==> config.mk <==
export PLATFORM = sky130hd
export DESIGN_NAME = prod_accum
export DESIGN_NICKNAME = d
export VERILOG_FILES = /design/src/rtl/prod_accum.sv
export SDC_FILE = /design/constraint.sdc
export NUM_CORES = 1
export LEC_CHECK = 0
export CAP_MARGIN = 20
export CORE_MARGIN = 4
export CORE_UTILIZATION = 42
export CTS_CLUSTER_SIZE = 12
export DETAILED_ROUTE_END_ITERATION = 8
export PLACE_DENSITY = 0.65
export SLEW_MARGIN = 5
export SYNTH_ARGS = -nofsm -noshare
export SYNTH_HDL_FRONTEND = slang
export SYNTH_SLANG_ARGS = --single-unit
==> constraint.sdc <==
create_clock -name clk -period 6.3 [get_ports clk]
set_clock_uncertainty 0.05 [all_clocks]
set_input_delay 1.575 -clock clk [delete_from_list [all_inputs] [get_ports clk]]
set_output_delay 1.575 -clock clk [all_outputs]
set_load 0.05 [all_outputs]
==> src/rtl/prod_accum.sv <==
// prod_accum: sums LEN consecutive 16-bit products into one saturating
// frame total and presents it on a valid/ready output port.
module prod_accum #(
  parameter int LEN   = 4,
  parameter int ACC_W = 17
) (
  input  logic             clk,
  input  logic             rst_n,
  input  logic             clr,
  input  logic             in_valid,
  output logic             in_ready,
  input  logic [15:0]      in_data,
  output logic             out_valid,
  input  logic             out_ready,
  output logic [ACC_W-1:0] out_sum,
  output logic             out_sat,
  output logic             busy
);

  localparam int CNT_W = $clog2(LEN + 1);
  localparam int AW1   = ACC_W + 1;
  localparam logic [ACC_W-1:0] MAX = '1;

  typedef enum logic [1:0] {IDLE, ACC, HOLD} state_t;

  state_t           state, nxt;
  logic [ACC_W-1:0] acc, sum_q, nacc;
  logic [CNT_W-1:0] cnt;
  logic             sat, sat_q, nsat;
  logic [ACC_W:0]   add_full;
  logic             accept, take, last;

  // in_ready and out_valid depend on state only, so neither out_ready nor
  // in_valid/in_data has a combinational path to any output.
  assign in_ready  = (state != HOLD);
  assign out_valid = (state == HOLD);
  assign busy      = (state != IDLE);
  assign out_sum   = sum_q;
  assign out_sat   = sat_q;
  assign accept    = in_valid && in_ready;
  assign take      = out_valid && out_ready;

  // Next accumulator value: first word of a frame loads, later words add
  // one bit wider and clamp to all-ones on carry-out (flag is sticky).
  always_comb begin
    add_full = {1'b0, acc} + AW1'(in_data);
    last     = (state == IDLE) ? (LEN == 1) : (cnt == CNT_W'(LEN - 1));
    if (state == IDLE) begin
      nacc = ACC_W'(in_data);
      nsat = 1'b0;
    end else begin
      nacc = add_full[ACC_W] ? MAX : add_full[ACC_W-1:0];
      nsat = sat | add_full[ACC_W];
    end
  end

  // State register.
  always_ff @(posedge clk or negedge rst_n) begin
    if (!rst_n) state <= IDLE;
    else        state <= nxt;
  end

  // Next-state logic; clr overrides every transition.
  always_comb begin
    nxt = state;
    case (state)
      IDLE, ACC: if (accept) nxt = last ? HOLD : ACC;
      HOLD:      if (out_ready) nxt = IDLE;
      default:   nxt = IDLE;
    endcase
    if (clr) nxt = IDLE;
  end

  // Datapath: accumulator, word count and the registered result, which is
  // loaded on the last accept and zeroed once the result is taken.
  always_ff @(posedge clk or negedge rst_n) begin
    if (!rst_n) begin
      acc   <= '0;
      cnt   <= '0;
      sat   <= 1'b0;
      sum_q <= '0;
      sat_q <= 1'b0;
    end else if (clr) begin
      acc   <= '0;
      cnt   <= '0;
      sat   <= 1'b0;
      sum_q <= '0;
      sat_q <= 1'b0;
    end else begin
      if (accept) begin
        acc <= nacc;
        sat <= nsat;
        cnt <= (state == IDLE) ? CNT_W'(1) : cnt + CNT_W'(1);
        if (last) begin
          sum_q <= nacc;
          sat_q <= nsat;
        end
      end
      if (take) begin
        sum_q <= '0;
        sat_q <= 1'b0;
      end
    end
  end

endmodule

==> Yosys cells after proc, flatten, opt, wreduce, memory -nomap -nowiden <==
Index checks and enable logic that the tools add are counted.
{ "classes": {"n_addsub": 2, "eq_ne": 6, "n_mux": 24, "n_bitwise": 1, "reduce_logical": 10} }
{ "ops": {"columns": ["op", "count"], "rows": [
  ["17-bit 2-to-1 mux", 8],
  ["17-bit by 16-bit adder with 18-bit output", 1],
  ["3-bit 2-to-1 mux", 3],
  ["1-bit 2-to-1 mux", 8],
  ["2-bit 2-to-1 mux", 4],
  ["3-bit nonzero test", 2],
  ["2-bit one-hot mux with 2 select lines", 1],
  ["2-bit AND reduction", 2],
  ["2-bit nonzero test", 2],
  ["3-bit by 1-bit adder with 3-bit output, second input constant", 1],
  ["3-bit by 2-bit equality test with 1-bit output, second input constant", 1],
  ["3-bit by 2-bit inequality test with 1-bit output, second input constant", 1],
  ["3-bit inequality test, second input constant", 1],
  ["2-bit by 1-bit equality test with 1-bit output, second input constant", 1],
  ["2-bit equality test, second input constant", 1],
  ["1-bit logical AND", 2],
  ["2-bit zero test", 1],
  ["2-bit inequality test, second input constant", 1],
  ["2-bit OR reduction", 1],
  ["1-bit bitwise OR", 1]
]} }
{ "totals": {"ff_bits": 41, "out_inout_bits": 21, "wordCells": 49} }

==> Longest topological paths before layout <==
{ "logic_depth": {"ltp_word": 7, "ltp_mapped": 9, "mapped_depth_nobuf": 9} }

==> Worst setup path after synthesis <==
No wires, ideal clock.
{ "synth_path": {"kind": "in2reg", "startpoint": "input in_data[0]", "endpoint": "register acc[14]", "arrival_time_ns": 3.247, "setup_slack_ns": 2.935, "stages": 9, "path_cell_list": "ha_1 > fa_1 > a21o_1 > nand4_1 > a21oi_2 > o21ai_0 > nand2_1 > or3_1 > nand3_1"} }
{ "synth_between": {"elab_chain_len": 5} }
{ "synth_lines": {"columns": ["item", "line", "source"], "rows": [
  ["from (decl)", "12", "input logic [15:0] in_data,"],
  ["17-bit by 16-bit adder with 18-bit output", "46", "add_full = {1'b0, acc} + AW1'(in_data);"],
  ["17-bit 2-to-1 mux", "52", "nacc = add_full[ACC_W] ? MAX : add_full[ACC_W-1:0];"],
  ["17-bit 2-to-1 mux", "48", "if (state == IDLE) begin"],
  ["17-bit 2-to-1 mux", "90", "if (accept) begin"],
  ["17-bit 2-to-1 mux", "83", "end else if (clr) begin"],
  ["to (signal assigned)", "91", "acc <= nacc;"],
  ["to (decl)", "27", "logic [ACC_W-1:0] acc, sum_q, nacc;"]
]} }
No other way between the ends. The select of a mux whose other input is x is not followed.
A chain may end at the register's enable or synchronous reset.

==> Worst setup path in the final report <==
{ "layout_path": {"startpoint": "input in_data[0]", "endpoint": "register sum_q[16], in the netlist out_sum[16]"} }
{ "layout_between": {"elab_chain_len": 7} }
{ "layout_lines": {"columns": ["item", "line", "source"], "rows": [
  ["17-bit by 16-bit adder with 18-bit output", "46", null],
  ["17-bit 2-to-1 mux", "52", null],
  ["17-bit 2-to-1 mux", "48", null],
  ["17-bit 2-to-1 mux", "94", "if (last) begin"],
  ["17-bit 2-to-1 mux", "90", null],
  ["17-bit 2-to-1 mux", "99", "if (take) begin"],
  ["17-bit 2-to-1 mux", "83", null],
  ["to (signal assigned)", "95", "sum_q <= nacc;"],
  ["to (decl)", "27", null]
]} }
No other way between the ends. The select of a mux whose other input is x is not followed.

==> results.md <==
- Via density: approximately 5.7
- # port buffers: a little over 40
- Cells after synthesis: 290
- CP Cell Sequence: clkdlybuf4s50_1, ha_1, fa_1, a21o_1, nand4_1, a21oi_2, a21oi_2, o31a_1, a32oi_1, o311ai_1
- CTS resizes: 0
- RSZ-0062 raised after global routing: no
- Most frequent cells in the layout: 51 x nand2_1, 41 x dfrtp_1, 40 x clkdlybuf4s50_1
- Grt met3 use: 3.04%
- Final hold viol count: 0
- H-tree levels: 2
- Final Critical Period: ~3800 ps
- Status: finished clean
- IO Pins: 42
- Synth Register Bits: 41
- Clock power share: 27.9%
- Fraction of registers with async set/reset: 100%
- Busiest grt layer: met2
- Post-route ant nets: 0
- Cell Pwr Density: about 200 nW/µm²
- CTS sink cnt: 41
- Postcts setup bufs: 0
- Met1 Use GR: 27.4%
- Num rows: 28
- Antenna violations before repair: 0
- Clock Tree Buf Depth: 2
- Post-synth EDFFs: 0
- Top FF cell, synth: dfrtp_1
- DRT iter0 DRCs: 67
- TritonRoute pass-1 iters: 4
- Post-Synth Simple-Gate Area: about 15%
- Post-place setup slack: 2200 ps
- Post-route cell area: between 3000 and 4000 µm²
- Adder-Cell Fraction of Synth Area: under 10%
- Dpl cell area: 3070 µm²
- Vias: about 2300
- ANT cells: 0
- Detailed placement HPWL: between 4 and 5 mm
- Share of cells above drive strength 1: approximately 7.5%
- CP top delay family: compound AO/OA/AOI/OAI gates
- Post-Syn Area: around 2600 µm²
- Fmax: about 260 MHz
- Synth Area in XOR/XNOR: under 10%
- Overflow after GRT: 0
- Hold Path Class: flip-flop to flip-flop
- Layout area overhead: 22.5%
- Layout Cells excl Fill: 409
- CP max-delay cell: clkdlybuf4s50_1
- Setup violators final: 0
- Crit-path max FO: 4
- Slew Viols, Final: 0
- Pint: ~420 µW
- Maxcap violations: 0
- First-pass GRT wire length: 11.4 mm
- Routed wire length: approximately 7 mm
- Setup crit end kind: flip-flop
- Slew margin rel.: between 40% and 50%
- Placed Cells: 400
- Synth unique cells: 44
- Sw Ratio: about a third
- Post-synthesis mux area share: less than 1%
- Worst stage delay on the critical path: 490 ps
- Area of the core: slightly below 6000 µm²
- Most common cell after layout, fill and taps aside: nand2_1
- Largest net degree at the start of global routing: 42
- Placer congestion estimate: 0.921
- NetSw: about 200 µW
- Yosys Warn Count: 0
- Syn Area/Cell: around 9 µm²
- TritonCTS Buffers: 5
- DIE WIDTH: a little under 90 µm
- Fin Setup TNS: 0 ps
- Clk root buf: clkbuf_8
- GRT met2 Usage: 31.0%
- Syn nets: between 300 and 400
- Final period util: approximately three fifths
- CP dominant cell by count: a21oi_2
- DR WL/cell: about 17 µm
- Largest family of logic cells by synthesized area: compound AO/OA/AOI/OAI gates
- Die Area: between 7000 and 8000 µm²
- Leakage: roughly 0.0015 µW
- CP Buf/Inv Count: 1
- Type of origin of the critical path: input port
- Post-synthesis sequential area ratio: 39.6%
- Nets: roughly 370
- Vias in the first global route: 2300
- Die height: ~87 µm
- Critical path data required time: 6410 ps
- Compound-Gate Fraction of Synth Area: 29.0%
- Aggregate global-route resource usage: just under 20%
- Clock Latency Late Sink: ~300 ps
- WS Path Type: input port to flip-flop
- Starting density of the core: between 40% and 50%
- Tightest Pin Transition: approximately 750 ps
- DRC Markers: 0
- Combinational power share: roughly 27%
- Maximum VDD drop: roughly 0.085 mV
- Hold bufs inserted after CTS: 0
- WP data arrival: between 3000 and 4000 ps
- Reg clk slew, reported paths: ~80 ps
- Final worst slack: approximately 2500 ps
- Reg power frac: a little under half
- CTS tree: built
## sequential cells by signal, summed over array words and instances (netlist names)
register	cells
acc	17
out_sat	1
out_sum	17
cnt	3
sat	1
state	2
## per-layer routing
metal  up-vias  share of wire [%]
li1       1131                  -
met1      1146                 48
met2        49                 47
met3         6                3.9
met4         0                1.0
met5         -                  0
## kinds of logic (layout without fill, tap and decap cells)
logic type | count (synthesis) | after routing
xor+xnor | 10 | 10
fa+ha+maj | 19 | 19
flops | 41 | 41
compound gates | 108 | 108
simple gates | 93 | 93
mux | 2 | 2
buf+inv | 17 | 61
## stage by stage
| step | hold slack (ps) | power [µW] | utilization, % |
|---|---|---|---|
| floorplan | 393 | 400 | - |
| global placement | 399 | 447 | 51.6 |
| detailed placement | 417 | 451 | 51.6 |
| CTS | 435 | 624 | 53.0 |
| global route | 464 | 657 | 53.3 |
| finish | 427 | 620 | 53.3 |
## power by group through the flow
| stage | Combinational, µW | Clock [µW] | Sequential [µW] |
|---|---|---|---|
| 2_1_floorplan | 115 | 0 | 285 |
| 3_3_place_gp | 162 | 0 | 285 |
| 3_5_place_dp | 165 | 0 | 286 |
| 4_1_cts | 165 | 178 | 281 |
| 5_1_grt | 188 | 188 | 282 |
| 6_report | 167 | 173 | 281 |
## worst min-delay path: stages (launching register included)
cell	delay (ps)
dfrtp_1	350
nand2_1	50
nand2_1	50
## worst paths after layout
check / startpoint / endpoint / slack, ps / cells after the start
max: in_data[0] / out_sum[16]$_DFFE_PN0P_ / 2490 / 10
min: acc[7]$_DFFE_PN0P_ / acc[7]$_DFFE_PN0P_ / 430 / 2
max reg2reg: acc[0]$_DFFE_PN0P_ / acc[14]$_DFFE_PN0P_ / 3890 / 9
min reg2reg: acc[7]$_DFFE_PN0P_ / acc[7]$_DFFE_PN0P_ / 430 / 2
max in group asynchronous: rst_n / state[1]$_DFFE_PN0P_ / 4700 / 2
min in group asynchronous: rst_n / out_sum[2]$_DFFE_PN0P_ / 1060 / 1
## cells in the mapped netlist (2+ instances only)
master    instances  area (µm²)
buf_2             2        10.0
clkbuf_1          6        22.5
and3_1            2        12.5
dfrtp_1          41        1030
o21bai_1          3        22.5
o31a_1            2        17.5
o21ai_0          28         140
a21oi_2           4        35.0
a21oi_1          17        85.1
o21a_1            4        30.0
mux2i_1           2        20.0
nand2b_1          2        12.5
or2_2             2        12.5
a22o_1           11        96.3
ha_1             18         225
nor2_1           25        93.8
o211ai_1          3        22.5
inv_1             8        30.0
or3_1             2        12.5
a211oi_1          3        22.5
nand2_1          51         191
xor2_1            6        52.6
o22ai_1           5        31.3
xnor2_1           4        35.0
o21ai_1          11        55.1
a21o_1            6        45.0
nand3_1           4        20.0
nand4_1           2        12.5
## cell type report
| cell class | count | area [µm²] |
|---|---|---|
| Clock inverter | 2 | 10.0 |
| Multi-Input combinational cell | 232 | 1500 |
| Inverter | 8 | 30.0 |
| Timing Repair Buffer | 45 | 448 |
| Clock buffer | 6 | 72.6 |
| Sequential cell | 41 | 1030 |
| Fill cell | 572 | 2780 |
| Tap cell | 75 | 93.8 |
Power figures use the tool's default switching activity.
